==> config.mk <==
export PLATFORM = sky130hd
export DESIGN_NAME = axi_addr_trace_ctrl
export DESIGN_NICKNAME = d
export VERILOG_FILES = /design/src/rtl/axi_addr_trace_ctrl.sv
export SDC_FILE = /design/constraint.sdc
export NUM_CORES = 1
export LEC_CHECK = 0
export BUFFER_PORTS_ARGS = -buffer_cell sky130_fd_sc_hd__buf_2
export CAP_MARGIN = 25
export CORE_UTILIZATION = 60
export CTS_CLUSTER_DIAMETER = 30
export DETAILED_ROUTE_END_ITERATION = 7
export PLACE_DENSITY = 0.8
export SLEW_MARGIN = 20
export SYNTH_ARGS = -nofsm -noshare
export SYNTH_HDL_FRONTEND = slang
export SYNTH_SLANG_ARGS = --single-unit
==> constraint.sdc <==
create_clock -name clk -period 4.3 [get_ports clk]
set_input_delay 0.215 -clock clk [delete_from_list [all_inputs] [get_ports clk]]
set_output_delay 0.215 -clock clk [all_outputs]
set_load 0.05 [all_outputs]
==> src/rtl/axi_addr_trace_ctrl.sv <==
// AXI AW/AR address trace capture: arbitrates handshakes into one time-ordered log with arm/stop control.
// Optional macro TRACE_WRAP_EN: ring buffer with sticky overflow instead of stop-on-full.
module axi_addr_trace_ctrl #(
    parameter int unsigned ADDR_W = 32,
    parameter int unsigned DEPTH  = 16,
    parameter int unsigned PTR_W  = 4
) (
    input  logic              clk,
    input  logic              rst_x,
    input  logic              awvalid,
    input  logic              awready,
    input  logic [ADDR_W-1:0] awaddr,
    input  logic              arvalid,
    input  logic              arready,
    input  logic [ADDR_W-1:0] araddr,
    input  logic              arm,
    input  logic              stop,
    input  logic              rd_req,
    input  logic [PTR_W-1:0]  rd_idx,
    output logic              rd_valid,
    output logic [ADDR_W:0]   rd_data,
    output logic [1:0]        state,
    output logic [PTR_W:0]    count,
    output logic              overflow,
    output logic [7:0]        dropped
);
    localparam int unsigned EW = ADDR_W + 1;

    typedef enum logic [1:0] {
        ST_IDLE = 2'd0,
        ST_RUN  = 2'd1,
        ST_DONE = 2'd2
    } state_e;

    state_e            state_q, state_d;
    logic [PTR_W-1:0]  wr_ptr_q, wr_ptr_d;
    logic [PTR_W:0]    count_q, count_d;
    logic [7:0]        dropped_q, dropped_d;
    logic              prio_q, prio_d;
    logic              skid_vld_q, skid_vld_d;
    logic [EW-1:0]     skid_q, skid_d;
    logic              ovf_q;
    logic              rd_valid_q;
    logic [EW-1:0]     rd_data_q;
    logic [EW-1:0]     mem [DEPTH];

    logic              aw_hs, ar_hs, both_hs;
    logic [EW-1:0]     aw_e, ar_e, ev0, ev1, c0, c1;
    logic [1:0]        n_cand, n_drop;
    logic [8:0]        drop_sum;
    logic              mem_we;
    logic [PTR_W-1:0]  rd_slot;
    logic              rd_hit;

`ifdef TRACE_WRAP_EN
    localparam logic [PTR_W:0] FULL_CNT = (PTR_W+1)'(DEPTH);
    logic ovf_d;
`else
    localparam logic [PTR_W:0] LAST_CNT = (PTR_W+1)'(DEPTH - 1);
    assign ovf_q = 1'b0;
`endif

    always_comb begin
        aw_hs   = awvalid & awready;
        ar_hs   = arvalid & arready;
        both_hs = aw_hs & ar_hs;
        aw_e    = {1'b0, awaddr};
        ar_e    = {1'b1, araddr};
        // Candidate order: skid first, then new events with prio choosing AW/AR on a tie.
        ev0     = ((both_hs & prio_q) | (~aw_hs & ar_hs)) ? ar_e : aw_e;
        ev1     = prio_q ? aw_e : ar_e;
        n_cand  = {1'b0, skid_vld_q} + {1'b0, aw_hs} + {1'b0, ar_hs};
        c0      = skid_vld_q ? skid_q : ev0;
        c1      = skid_vld_q ? ev0 : ev1;

        state_d    = state_q;
        wr_ptr_d   = wr_ptr_q;
        count_d    = count_q;
        dropped_d  = dropped_q;
        prio_d     = prio_q;
        skid_vld_d = skid_vld_q;
        skid_d     = skid_q;
        n_drop     = '0;
        mem_we     = 1'b0;
        drop_sum   = '0;
`ifdef TRACE_WRAP_EN
        ovf_d      = ovf_q;
`endif

        if (arm) begin
            state_d    = ST_RUN;
            wr_ptr_d   = '0;
            count_d    = '0;
            skid_vld_d = 1'b0;
`ifdef TRACE_WRAP_EN
            ovf_d      = 1'b0;
`endif
        end else if (state_q == ST_RUN) begin
            if (stop) begin
                state_d    = ST_DONE;
                skid_vld_d = 1'b0;
                n_drop     = {1'b0, skid_vld_q};
            end else begin
                if (both_hs) begin
                    prio_d = ~prio_q;
                end
                skid_vld_d = 1'b0;
                if (n_cand != 2'd0) begin
                    mem_we   = 1'b1;
                    wr_ptr_d = wr_ptr_q + 1'b1;
`ifdef TRACE_WRAP_EN
                    if (count_q == FULL_CNT) begin
                        ovf_d = 1'b1;
                    end else begin
                        count_d = count_q + 1'b1;
                    end
                    if (n_cand >= 2'd2) begin
                        skid_vld_d = 1'b1;
                        skid_d     = c1;
                    end
                    if (n_cand == 2'd3) begin
                        n_drop = 2'd1;
                    end
`else
                    count_d = count_q + 1'b1;
                    if (count_q == LAST_CNT) begin
                        state_d = ST_DONE;
                        n_drop  = n_cand - 2'd1;
                    end else begin
                        if (n_cand >= 2'd2) begin
                            skid_vld_d = 1'b1;
                            skid_d     = c1;
                        end
                        if (n_cand == 2'd3) begin
                            n_drop = 2'd1;
                        end
                    end
`endif
                end
            end
        end

        drop_sum = {1'b0, dropped_q} + {7'd0, n_drop};
        if (arm) begin
            dropped_d = '0;
        end else begin
            dropped_d = drop_sum[8] ? 8'hFF : drop_sum[7:0];
        end
    end

    always_ff @(posedge clk or negedge rst_x) begin
        if (!rst_x) begin
            state_q    <= ST_IDLE;
            wr_ptr_q   <= '0;
            count_q    <= '0;
            dropped_q  <= '0;
            prio_q     <= 1'b0;
            skid_vld_q <= 1'b0;
            skid_q     <= '0;
        end else begin
            state_q    <= state_d;
            wr_ptr_q   <= wr_ptr_d;
            count_q    <= count_d;
            dropped_q  <= dropped_d;
            prio_q     <= prio_d;
            skid_vld_q <= skid_vld_d;
            skid_q     <= skid_d;
        end
    end

`ifdef TRACE_WRAP_EN
    always_ff @(posedge clk or negedge rst_x) begin
        if (!rst_x) begin
            ovf_q <= 1'b0;
        end else begin
            ovf_q <= ovf_d;
        end
    end
`endif

    always_ff @(posedge clk) begin
        if (mem_we) begin
            mem[wr_ptr_q] <= c0;
        end
    end

    // Once wrapped, the oldest entry sits at the write pointer.
    assign rd_slot = ovf_q ? (wr_ptr_q + rd_idx) : rd_idx;
    assign rd_hit  = ({1'b0, rd_idx} < count_q);

    always_ff @(posedge clk or negedge rst_x) begin
        if (!rst_x) begin
            rd_valid_q <= 1'b0;
            rd_data_q  <= '0;
        end else begin
            rd_valid_q <= rd_req;
            if (rd_req) begin
                rd_data_q <= rd_hit ? mem[rd_slot] : '0;
            end
        end
    end

    assign rd_valid = rd_valid_q;
    assign rd_data  = rd_data_q;
    assign state    = state_q;
    assign count    = count_q;
    assign overflow = ovf_q;
    assign dropped  = dropped_q;

endmodule

==> out/metrics.yaml <==
die:
  die_area_sq_um: 42300
  io-pin-count: 127
  fp-row-count: 74
  initial_core_util_pct: 60.9
  core_sq_um: 40900
  die_w_microns: 206
  fp.dieH_microns: 206
route:
  drtPass1Iterations: 6
  drt_iter0_drc: 1432
  via_per_inst: 6.37
  wirelength_microns: 64700
  avgRoutedWirePerCell_microns: 27.3
  drc: 0
  ant_nets: 0
  vias: 15100
global_routing:
  grtUsageTotal_pct: 31.5
  grt_first_pass_wirelength_microns: 96600
  grt_max_degree: 71
  antenna_found_initial: 0
  overflow: 0
  first_global_vias: 15700
critical_path:
  crit-reg2reg-capture: "mem[10][11]"
  rrSetupSlack_ps: 760
  crit_type: "reg -> reg"
  cp.required_ps: 4600
  reg2reg_from: "skid_vld_q"
  worstSetupEndpointType: "flop"
  start_kind: "flop"
  crit_fanout: 18
  r2r_cells: 8
  cp.arrival_ps: 3830
outcome:
  status: "finished clean"
timing:
  hold_viol_final: 0
  worstMarginPinSlew_ps: 1120
  drv_slew: 0
  fmax_mhz: 283
  hold_ws_ps: 21.0
  finalCritPeriodShare_pct: 82.2
  setup_viol: 0
  tns_ps: 0
  min_period_ps: 3540
  worst_clock_skew_ps: 32.6
  rsz0062_at_grt: "false"
  max_slew_margin_pct: 25.4
clock_tree:
  clk_pin_slew_worst_paths_ps: 50
  cts_tree: "built"
  post_cts_resized: 0
  post_cts_buffers: 0
  clock-root-buffer: "clkbuf_16"
  htreeDepth: 3
  cts.sinks: 616
  cts_buffers: 113
  clk_path_buf_depth: 3
  clk-insertion-delay-late_ps: 630
logic_synthesis:
  synth.distinct_cells: 43
  synth_top_family_by_area: "multiplexers"
  yosys_warnings: 0
  synth_async_sr_flop_share_pct: 14.3
  synth_xor_area_share_pct: 0.281
  muxShareOfSynthArea_pct: 15.3
  ys.flop_type: "edfxtp_1"
  seq_area_frac_synth_pct: 72.5
  synth_edf_count: 528
  synthesis.nets: 1555
  synth_compound_area_share_pct: 5.37
  syn_area_per_cell_sq_um: 17.0
  netlist_instances: 1463
  ys_seq_elements: 616
  synth-simple-area-share_pct: 3.05
  syn_area_sq_um: 24900
  synthAdderAreaFrac_pct: 0.814
pwr:
  p_sw_uw: 3910
  switching_share_pct: 22.8
  clkPwrFrac_pct: 53.6
  comb_power_share_pct: 7.3
  p_leak_uw: 0.0117
  p_seq_share_pct: 39.2
  power-per-cell-area_nw_per_um2: 555
  p_int_uw: 13300
  peakVddDrop_uv: 498
min_path:
  hp-start: "arready"
  hp-class: "in -> reg"
  holdPathEnd: "prio_q"
  hold-path-cell-count: 4
finish:
  areaGrowthSynthToFinish_pct: 24.3
  num_antenna_cells: 0
  layout_commonest_cell: "edfxtp_1"
  final_cell_mix: "528 x edfxtp_1, 232 x mux2i_1, 123 x buf_2"
  num-nets-final: 1834
  drive_gt1_share_pct: 25.8
placed_design:
  port_buffers: 125
  hpwlAfterDp_microns: 34000
  place.gp.congestion: 0.828
job:
  drv_cap: 0
worst max path at each step:
stage                  end  cells past startpoint        from  slack, ps
6_report       mem[10][11]                      8  skid_vld_q        760
2_1_floorplan   dropped[5]                     16    count[0]       1080
3_3_place_gp    dropped[5]                     17     awvalid        950
5_1_grt         dropped[5]                     14  skid_vld_q        650
4_1_cts        mem[10][11]                      8  skid_vld_q        810
3_5_place_dp    dropped[5]                     17     awvalid        850
per-stage QoR:
stage | util [%] | total power [uW] | worst slack (ps) | instances | instance area, sq um
after floorplan | - | 7530 | 1080 | 1463 | 24900
after global placement | 64.2 | 7840 | 954 | 2090 | 26300
after detailed placement | 64.3 | 7890 | 854 | 2093 | 26300
after CTS | 75.6 | 17100 | 810 | 2372 | 31000
after global routing | 75.6 | 17500 | 649 | 2372 | 31000
final | 75.6 | 17200 | 764 | 2372 | 31000
critical path, stage by stage (launching register included):
cell and delay (ps):
dfrtp_2 430, fa_1 570, inv_1 60, ha_1 240
inv_1 110, nand2b_1 230, nor3b_1 570, and2_2 610
buf_4 370
cell usage after synthesis (4+ instances only):
library cell	number	area, sq um
a21oi_1	10	50.1
buf_2	22	110
mux2i_1	232	2320
and2_1	16	100
o31ai_1	33	248
o21ai_1	31	155
clkbuf_1	38	143
inv_1	48	180
buf_1	5	18.8
o22ai_1	99	619
nor2_1	9	33.8
ha_1	13	163
buf_4	15	113
nand2b_1	6	37.5
nor3_1	6	30.0
buf_6	8	90.1
o21ai_0	40	200
edfxtp_1	528	15900
xnor2_1	4	35.0
mux4_2	66	1490
xor2_1	4	35.0
nand2_1	110	413
dfrtp_1	88	2200
cell families (layout without fill, tap and decap cells):
group	Yosys count	after routing
other	1	1
adders and majority gates	15	15
buffers and inverters	137	514
and+or+nand+nor	166	166
DFF	616	616
xor gates and xnor gates	8	8
AOI/OAI and AO/OA	221	221
muxes	299	299
layout make-up:
| cell class | count | area [sq um] |
|---|---|---|
| multi-input cells | 710 | 6240 |
| repair buffers | 253 | 1820 |
| well taps | 532 | 666 |
| fillers | 2138 | 9970 |
| flip-flops and latches | 616 | 18100 |
| clock inverters | 70 | 883 |
| clock buffers | 143 | 3100 |
| inverters | 48 | 180 |
sequential cells by signal, summed over array words and instances (netlist names):
register and flops:
rd_data 33, count 5, state 2, mem 528
wr_ptr_q 4, rd_valid 1, prio_q 1, skid_q 33
skid_vld_q 1, dropped 8
per-layer routing:
metal | up-vias | wire (microns) | global-route usage (%)
met1 | 7600 | 24700 | 42.6
met4 | 0 | 1880 | 11.6
li1 | 6336 | - | -
met5 | - | 0 | 0
met2 | 1012 | 32200 | 51.6
met3 | 157 | 5930 | 5.78
power groups by stage:
stage	Sequential, uW	Combinational [uW]	Clock (uW)
floorplan	6930	602	0
global placement	6820	1030	0
detailed placement	6830	1060	0
CTS	6720	1210	9210
global route	6730	1310	9490
finish	6720	1250	9190
repair_timing:
action	CTS	global route
setup endpoints to repair	0	0
hold endpoints to repair	100	0
hold buffers	66	0
Power figures use the tool's default switching activity.
